**config.mk**
```make
export PLATFORM = sky130hd
export DESIGN_NAME = gpu_csr_ctrl
export DESIGN_NICKNAME = d
export VERILOG_FILES = /design/src/rtl/gpu_csr_ctrl.sv
export SDC_FILE = /design/constraint.sdc
export NUM_CORES = 2
export LEC_CHECK = 0
export BUFFER_PORTS_ARGS = -buffer_cell sky130_fd_sc_hd__buf_4
export CORE_AREA = 2 2 467 469
export DETAILED_ROUTE_END_ITERATION = 12
export DIE_AREA = 0 0 469 471
export PLACE_DENSITY = 0.63
export SKIP_LAST_GASP = 1
export SYNTH_ARGS = -nofsm -noshare
export SYNTH_HDL_FRONTEND = slang
export SYNTH_SLANG_ARGS = --single-unit
```
**constraint.sdc**
```tcl
create_clock -name clock -period 5.65 [get_ports clock]
set_input_delay 0.2825 -clock clock [delete_from_list [all_inputs] [get_ports clock]]
set_output_delay 0.2825 -clock clock [all_outputs]
set_load 0.005 [all_outputs]
```
**src/rtl/gpu_csr_ctrl.sv**
```systemverilog
// Avalon-MM CSR slave for the render core: shadow/active config,
// per-view camera sets and a start/done render sequencer with irq.
module gpu_csr_ctrl #(
    parameter logic [31:0] DEFAULT_BUFFER = 32'h0800_0000,
    parameter logic [15:0] H_RESOLUTION   = 16'd256,
    parameter logic [15:0] V_RESOLUTION   = 16'd192,
    parameter int          NUM_VIEWS      = 2,
    parameter int          FRAME_CNT_W    = 8
) (
    input  logic                     clock,
    input  logic                     reset,
    input  logic [7:0]               s1_address,
    input  logic                     s1_read,
    input  logic                     s1_write,
    input  logic [31:0]              s1_writedata,
    output logic [31:0]              s1_readdata,
    output logic                     s1_waitrequest,
    output logic                     core_start,
    input  logic                     core_done,
    output logic [31:0]              cfg_pixel_buffer,
    output logic [31:0]              cfg_voxel_buffer,
    output logic [31:0]              cfg_voxel_count,
    output logic [31:0]              cfg_palette_buffer,
    output logic [31:0]              cfg_palette_length,
    output logic [2:0]               cfg_view,
    output logic [NUM_VIEWS*480-1:0] cfg_cam,
    output logic                     irq
);
    localparam int NW = NUM_VIEWS * 15;
    localparam int CW = $clog2(NW);

    typedef enum logic [1:0] {IDLE, COMMIT, START, BUSY} state_t;

    state_t                   state_q, state_d;
    logic [31:0]              shd_q [5];
    logic [31:0]              shd_d [5];
    logic [31:0]              act_q [5];
    logic [31:0]              act_d [5];
    logic [31:0]              cam_q [NW];
    logic [31:0]              cam_d [NW];
    logic [NUM_VIEWS*480-1:0] cam_act_q, cam_act_d;
    logic                     irq_en_q, irq_en_d;
    logic [2:0]               view_sel_q, view_sel_d;
    logic [2:0]               view_act_q, view_act_d;
    logic                     start_pend_q, start_pend_d;
    logic                     irq_pend_q, irq_pend_d;
    logic                     overrun_q, overrun_d;
    logic [FRAME_CNT_W-1:0]   frame_cnt_q, frame_cnt_d;
    logic                     core_start_q, core_start_d;
    logic                     irq_q, irq_d;
    logic [31:0]              rdata_q, rdata_d;

    logic [7:0]    cam_off;
    logic [3:0]    cam_v, cam_i;
    logic          cam_hit;
    logic [CW-1:0] cam_idx;
    logic          wr_en, start_req, ctrl_clr;
    logic [31:0]   rd_val;

    assign s1_waitrequest = s1_write && (state_q == COMMIT);

    always_comb begin
        cam_off   = s1_address - 8'h10;
        cam_v     = cam_off[7:4];
        cam_i     = cam_off[3:0];
        cam_hit   = (s1_address >= 8'h10) && (cam_i != 4'hf)
                    && (int'(cam_v) < NUM_VIEWS);
        cam_idx   = CW'(int'(cam_v) * 15 + int'(cam_i));
        wr_en     = s1_write && !s1_waitrequest;
        start_req = wr_en && (s1_address == 8'h0f) && (s1_writedata != '0);
        ctrl_clr  = wr_en && (s1_address == 8'h0f) && (s1_writedata == '0);
    end

    always_comb begin
        rd_val = '0;
        if (cam_hit) begin
            rd_val = cam_q[cam_idx];
        end else if (s1_address < 8'h05) begin
            rd_val = shd_q[s1_address[2:0]];
        end else begin
            case (s1_address)
                8'h05: rd_val = {V_RESOLUTION, H_RESOLUTION};
                8'h06: rd_val = {31'd0, irq_en_q};
                8'h07: rd_val = {29'd0, view_sel_q};
                8'h08: rd_val = {16'd0, 8'(frame_cnt_q), 4'd0, overrun_q,
                                 start_pend_q, irq_pend_q, state_q != IDLE};
                default: rd_val = '0;
            endcase
        end
    end

    always_comb begin
        state_d      = state_q;
        shd_d        = shd_q;
        act_d        = act_q;
        cam_d        = cam_q;
        cam_act_d    = cam_act_q;
        irq_en_d     = irq_en_q;
        view_sel_d   = view_sel_q;
        view_act_d   = view_act_q;
        start_pend_d = start_pend_q;
        irq_pend_d   = irq_pend_q;
        overrun_d    = overrun_q;
        frame_cnt_d  = frame_cnt_q;
        core_start_d = 1'b0;
        rdata_d      = s1_read ? rd_val : rdata_q;

        if (wr_en) begin
            if (cam_hit) begin
                cam_d[cam_idx] = s1_writedata;
            end else if (s1_address < 8'h05) begin
                shd_d[s1_address[2:0]] = s1_writedata;
            end else if (s1_address == 8'h06) begin
                irq_en_d = s1_writedata[0];
            end else if (s1_address == 8'h07
                         && s1_writedata < 32'(NUM_VIEWS)) begin
                view_sel_d = s1_writedata[2:0];
            end
        end

        if (ctrl_clr) begin
            irq_pend_d = 1'b0;
            overrun_d  = 1'b0;
        end

        // Only one start may queue behind the running frame.
        if (start_req && state_q != IDLE) begin
            if (start_pend_q) overrun_d = 1'b1;
            else              start_pend_d = 1'b1;
        end

        unique case (state_q)
            IDLE: if (start_req) state_d = COMMIT;
            COMMIT: begin
                act_d        = shd_q;
                view_act_d   = view_sel_q;
                start_pend_d = 1'b0;
                core_start_d = 1'b1;
                state_d      = START;
                for (int k = 0; k < NW; k++) cam_act_d[k*32 +: 32] = cam_q[k];
            end
            START: state_d = BUSY;
            BUSY: begin
                if (core_done) begin
                    frame_cnt_d = frame_cnt_q + FRAME_CNT_W'(1);
                    irq_pend_d  = 1'b1;
                    state_d     = (start_pend_q || start_req) ? COMMIT : IDLE;
                end
            end
        endcase

        irq_d = irq_pend_d && irq_en_d;
    end

    always_ff @(posedge clock) begin
        if (!reset) begin
            state_q <= IDLE;
            for (int k = 0; k < 5; k++) begin
                shd_q[k] <= (k == 0) ? DEFAULT_BUFFER : '0;
                act_q[k] <= (k == 0) ? DEFAULT_BUFFER : '0;
            end
            for (int k = 0; k < NW; k++) cam_q[k] <= '0;
            cam_act_q    <= '0;
            irq_en_q     <= 1'b0;
            view_sel_q   <= '0;
            view_act_q   <= '0;
            start_pend_q <= 1'b0;
            irq_pend_q   <= 1'b0;
            overrun_q    <= 1'b0;
            frame_cnt_q  <= '0;
            core_start_q <= 1'b0;
            irq_q        <= 1'b0;
            rdata_q      <= '0;
        end else begin
            state_q      <= state_d;
            shd_q        <= shd_d;
            act_q        <= act_d;
            cam_q        <= cam_d;
            cam_act_q    <= cam_act_d;
            irq_en_q     <= irq_en_d;
            view_sel_q   <= view_sel_d;
            view_act_q   <= view_act_d;
            start_pend_q <= start_pend_d;
            irq_pend_q   <= irq_pend_d;
            overrun_q    <= overrun_d;
            frame_cnt_q  <= frame_cnt_d;
            core_start_q <= core_start_d;
            irq_q        <= irq_d;
            rdata_q      <= rdata_d;
        end
    end

    assign s1_readdata        = rdata_q;
    assign core_start         = core_start_q;
    assign irq                = irq_q;
    assign cfg_pixel_buffer   = act_q[0];
    assign cfg_voxel_buffer   = act_q[1];
    assign cfg_voxel_count    = act_q[2];
    assign cfg_palette_buffer = act_q[3];
    assign cfg_palette_length = act_q[4];
    assign cfg_view           = view_act_q;
    assign cfg_cam            = cam_act_q;
endmodule

```
==> flow_summary.ini <==
[placed_design]
detailed_place_hpwl_um = 291400
post-place-ws_ps = -277.3
place_congestion = 0.9447
io_buffers = 1202

[synth]
synth_edf_count = 0
yosysTopAreaCell = dfxtp_1
synth_area_leaders = dfxtp_1, mux2i_1, nand2_1
synthCells = 9712
syn_area_um2 = 95540
postSynth.asyncResetShare_pct = 0
syn-num-nets = 9773
synthTopCellsByCount = dfxtp_1, nand2_1, mux2i_1
yosysTopAreaCellShare_pct = 48.07
synth_most_common_cell = dfxtp_1
ys_seq_area_share_pct = 48.07
avgSynthCellArea_um2 = 9.837
ys_types = 71
synthFlopType = dfxtp_1
synth.ff_latch_count = 2294
yosysWarningCount = 0

[flow_run]
cap_viol_max_count = 0

[hold_path]
min_from = s1_address[7]
hold_class = in2reg

[routing]
drc_errors = 0
first_iter_violations = 9356
avgViaCountPerCell = 5.729
ant_nets = 0
wl_per_cell_um = 30.99
routed_wirelength_um = 420000
vias = 77650
firstDrtPassIters = 6

[power_and_ir_drop]
p_leak_nw = 39.74
ir_drop_uv = 379.9
cellPowerDensity_nw_per_um2 = 354.0

[grt]
grt_pass1_wl_um = 575100
gr-usage-all-layers_pct = 36.60
gr-total-overflow = 0
antenna_found_initial = 39
grt_pass1_vias = 72430
grt_max_degree = 337

[floorplan]
io_pins = 1203
die_w_um = 469
num_rows = 171
coreArea_um2 = 216100
die_y_um = 471
initial_core_util_pct = 44.21
dieArea_um2 = 220900

[status]
status = finished with violations
violations = max-slew violations

[clock_tree]
clkTransAtPathRegs_ps = 60
cts.repair.resized = 0
cts-root-buf = clkbuf_16
tritoncts = done
cts_made_buffers = 238
cts_max_level = 4
clock-sinks = 2294
post_cts_buffers = 0
clockBufferDepth = 3
clock_latency_ps = 940

[setup_path]
path_depth = 15
worstPathRequired_ps = 6420
critPathBufInv = 6
cp-startpoint = s1_address[4]
cpLargestDelayFamily = adder cells
crit_path_end_kind = register
reg2reg_slack_ps = 1860
critPathSlowestCell = fa_4
critical_path_peak_fanout = 25
reg2reg_to = cam_q[34]$_SDFFE_PN0P_
crit_end = s1_readdata[25]$_SDFFE_PN0P_
r2r_cells = 7
cpPeakStageDelay_ps = 1040
r2r-start = state_q[0]$_SDFFE_PN0P_
worstSetupPathType = in2reg
cp_cell_sequence = buf_4 > inv_1 > ha_1 > xnor2_2 > inv_1 > ha_1 > fa_1 > fa_4 > buf_12 > clkinv_2 > buf_4 > a211oi_1 > a311oi_1 > o21ai_0 > a31oi_1
crit_path_start_kind = primary input
cp.arrival_ps = 5780

[sta]
setup_viol = 0
finalHoldViolCount = 0
fin_crit_sh_pct = 88.79
post-route-worst-setup-slack_ps = 633.1
skew_ps = 56.56
slew_headroom_pct = -2.717
fin_tns_setup_ps = 0
rsz0062_at_grt = false
worstMarginPinSlew_ps = 1541
fmaxAchievable_mhz = 199.3
hold_ws_ps = 97.69
drv_slew = 82
min_period_ps = 5017

[final_layout]
nets = 10550
fin_util_pct = 53.41
seqCellArea_um2 = 45920
fillCellCount = 19330
multiInputGateArea_um2 = 46510
drive_above_1_share_pct = 19.73
area_growth_pct = 20.81
cell families (layout without fill, tap and decap cells):
family                     count (synthesis)  count (layout)  synth area share (%)
adders and majority gates                 16              16                0.2410
xor gates and xnor gates                  17              17                0.2344
other                                      0              18                     0
DFF                                     2294            2294                 48.07
muxes                                   1541            1541                 19.54
and+or+nand+nor                         3577            3577                 17.74
AOI/OAI and AO/OA                       1382            1382                 10.49
buffers and inverters                    885            1853                 3.692
power breakdown:
| group | internal, mW | switching (mW) |
|---|---|---|
| sequential | 16.2 | 0.0777 |
| combinational | 3.02 | 5.52 |
| clock | 9.04 | 6.96 |
| total | 28.3 | 12.6 |
flip-flops by register name, summed over array words and instances (netlist names), 8 cells and up:
signal              flops
cfg_palette_length     32
cfg_voxel_count        32
cfg_voxel_buffer       32
frame_cnt_q             8
cfg_palette_buffer     32
cfg_cam               960
shd_q                 160
cfg_pixel_buffer       32
s1_readdata            32
cam_q                 960
cell usage in the layout, fill, tap and decap left out, types with 9 or more instances in the layout:
cell and instances:
mux4_2 257, o211ai_1 10, a21oi_1 41, mux2_2 20, clkinv_2 37, a21boi_1 327, a22oi_1 12, nor2_1 33
a21boi_0 733, o221ai_1 9, mux2i_1 1264, a31oi_1 23, clkbuf_8 57, nand3_2 18, ha_1 9, nand4_1 18
nand2_1 2158, bufinv_16 10, nand3_1 19, inv_1 15, diode_2 18, clkbuf_16 240, dfxtp_1 2294, o21ai_0 130
and2_1 16, buf_12 58, nor3_1 25, dlygate4sd3_1 33, nor2b_1 1204, clkbuf_1 62, a211oi_1 26, buf_4 1314
nor3_4 27
how the worst min path moves through the flow:
| stage | endpoint | slack (ps) | cells after the start |
|---|---|---|---|
| detailed placement | cam_q[10]$_SDFFE_PN0P_ | 460 | 2 |
| floorplan | cam_q[136]$_SDFFE_PN0P_ | 440 | 2 |
| finish | start_pend_q$_SDFFE_PP0P_ | 100 | 6 |
| global placement | cam_q[228]$_SDFFE_PN0P_ | 450 | 2 |
| global route | cam_q[523]$_SDFFE_PN0P_ | 90 | 4 |
| CTS | view_sel_q[1]$_SDFFE_PN0P_ | 20 | 5 |
stage by stage:
| step | cells | area (um^2) | power, mW |
|---|---|---|---|
| after floorplan | 9712 | 95540 | 22.07 |
| after global placement | 13070 | 107100 | 25.01 |
| after detailed placement | 13070 | 107100 | 25.07 |
| after CTS | 13530 | 115400 | 40.86 |
| after global routing | 13540 | 115400 | 41.79 |
| final | 13550 | 115400 | 40.86 |
layout make-up:
type                    instances  area share, %
flip-flops and latches       2294          39.79
inverters                      16        0.05312
clock inverters                72         0.7849
clock buffers                 359          6.085
well taps                    2854          3.094
diodes                         18        0.03903
repair buffers               1406          9.852
multi-input cells            6533          40.30
worst register-to-register path: stages, from the launching register on:
cell      delay (ps)
dfxtp_1          440
ha_4             620
nand2b_1         620
or4_1            960
or3_2            270
buf_4            420
nand2_1          110
a21boi_0         260
what timing repair did:
action | CTS | global route
endpoints found under the setup margin | 0 | 0
hold endpoints to repair | 553 | 0
hold buffers | 33 | 0
layer usage:
layer  vias to the layer above  track usage, %  share of wire (%)
met5                         -               0              0.022
met4                        14           23.54                7.3
met3                       860           9.528                 10
met2                      4117           53.04                 42
met1                     38400           48.10                 40
li1                      34250               -                  -
(Power assumes the default switching activity.)
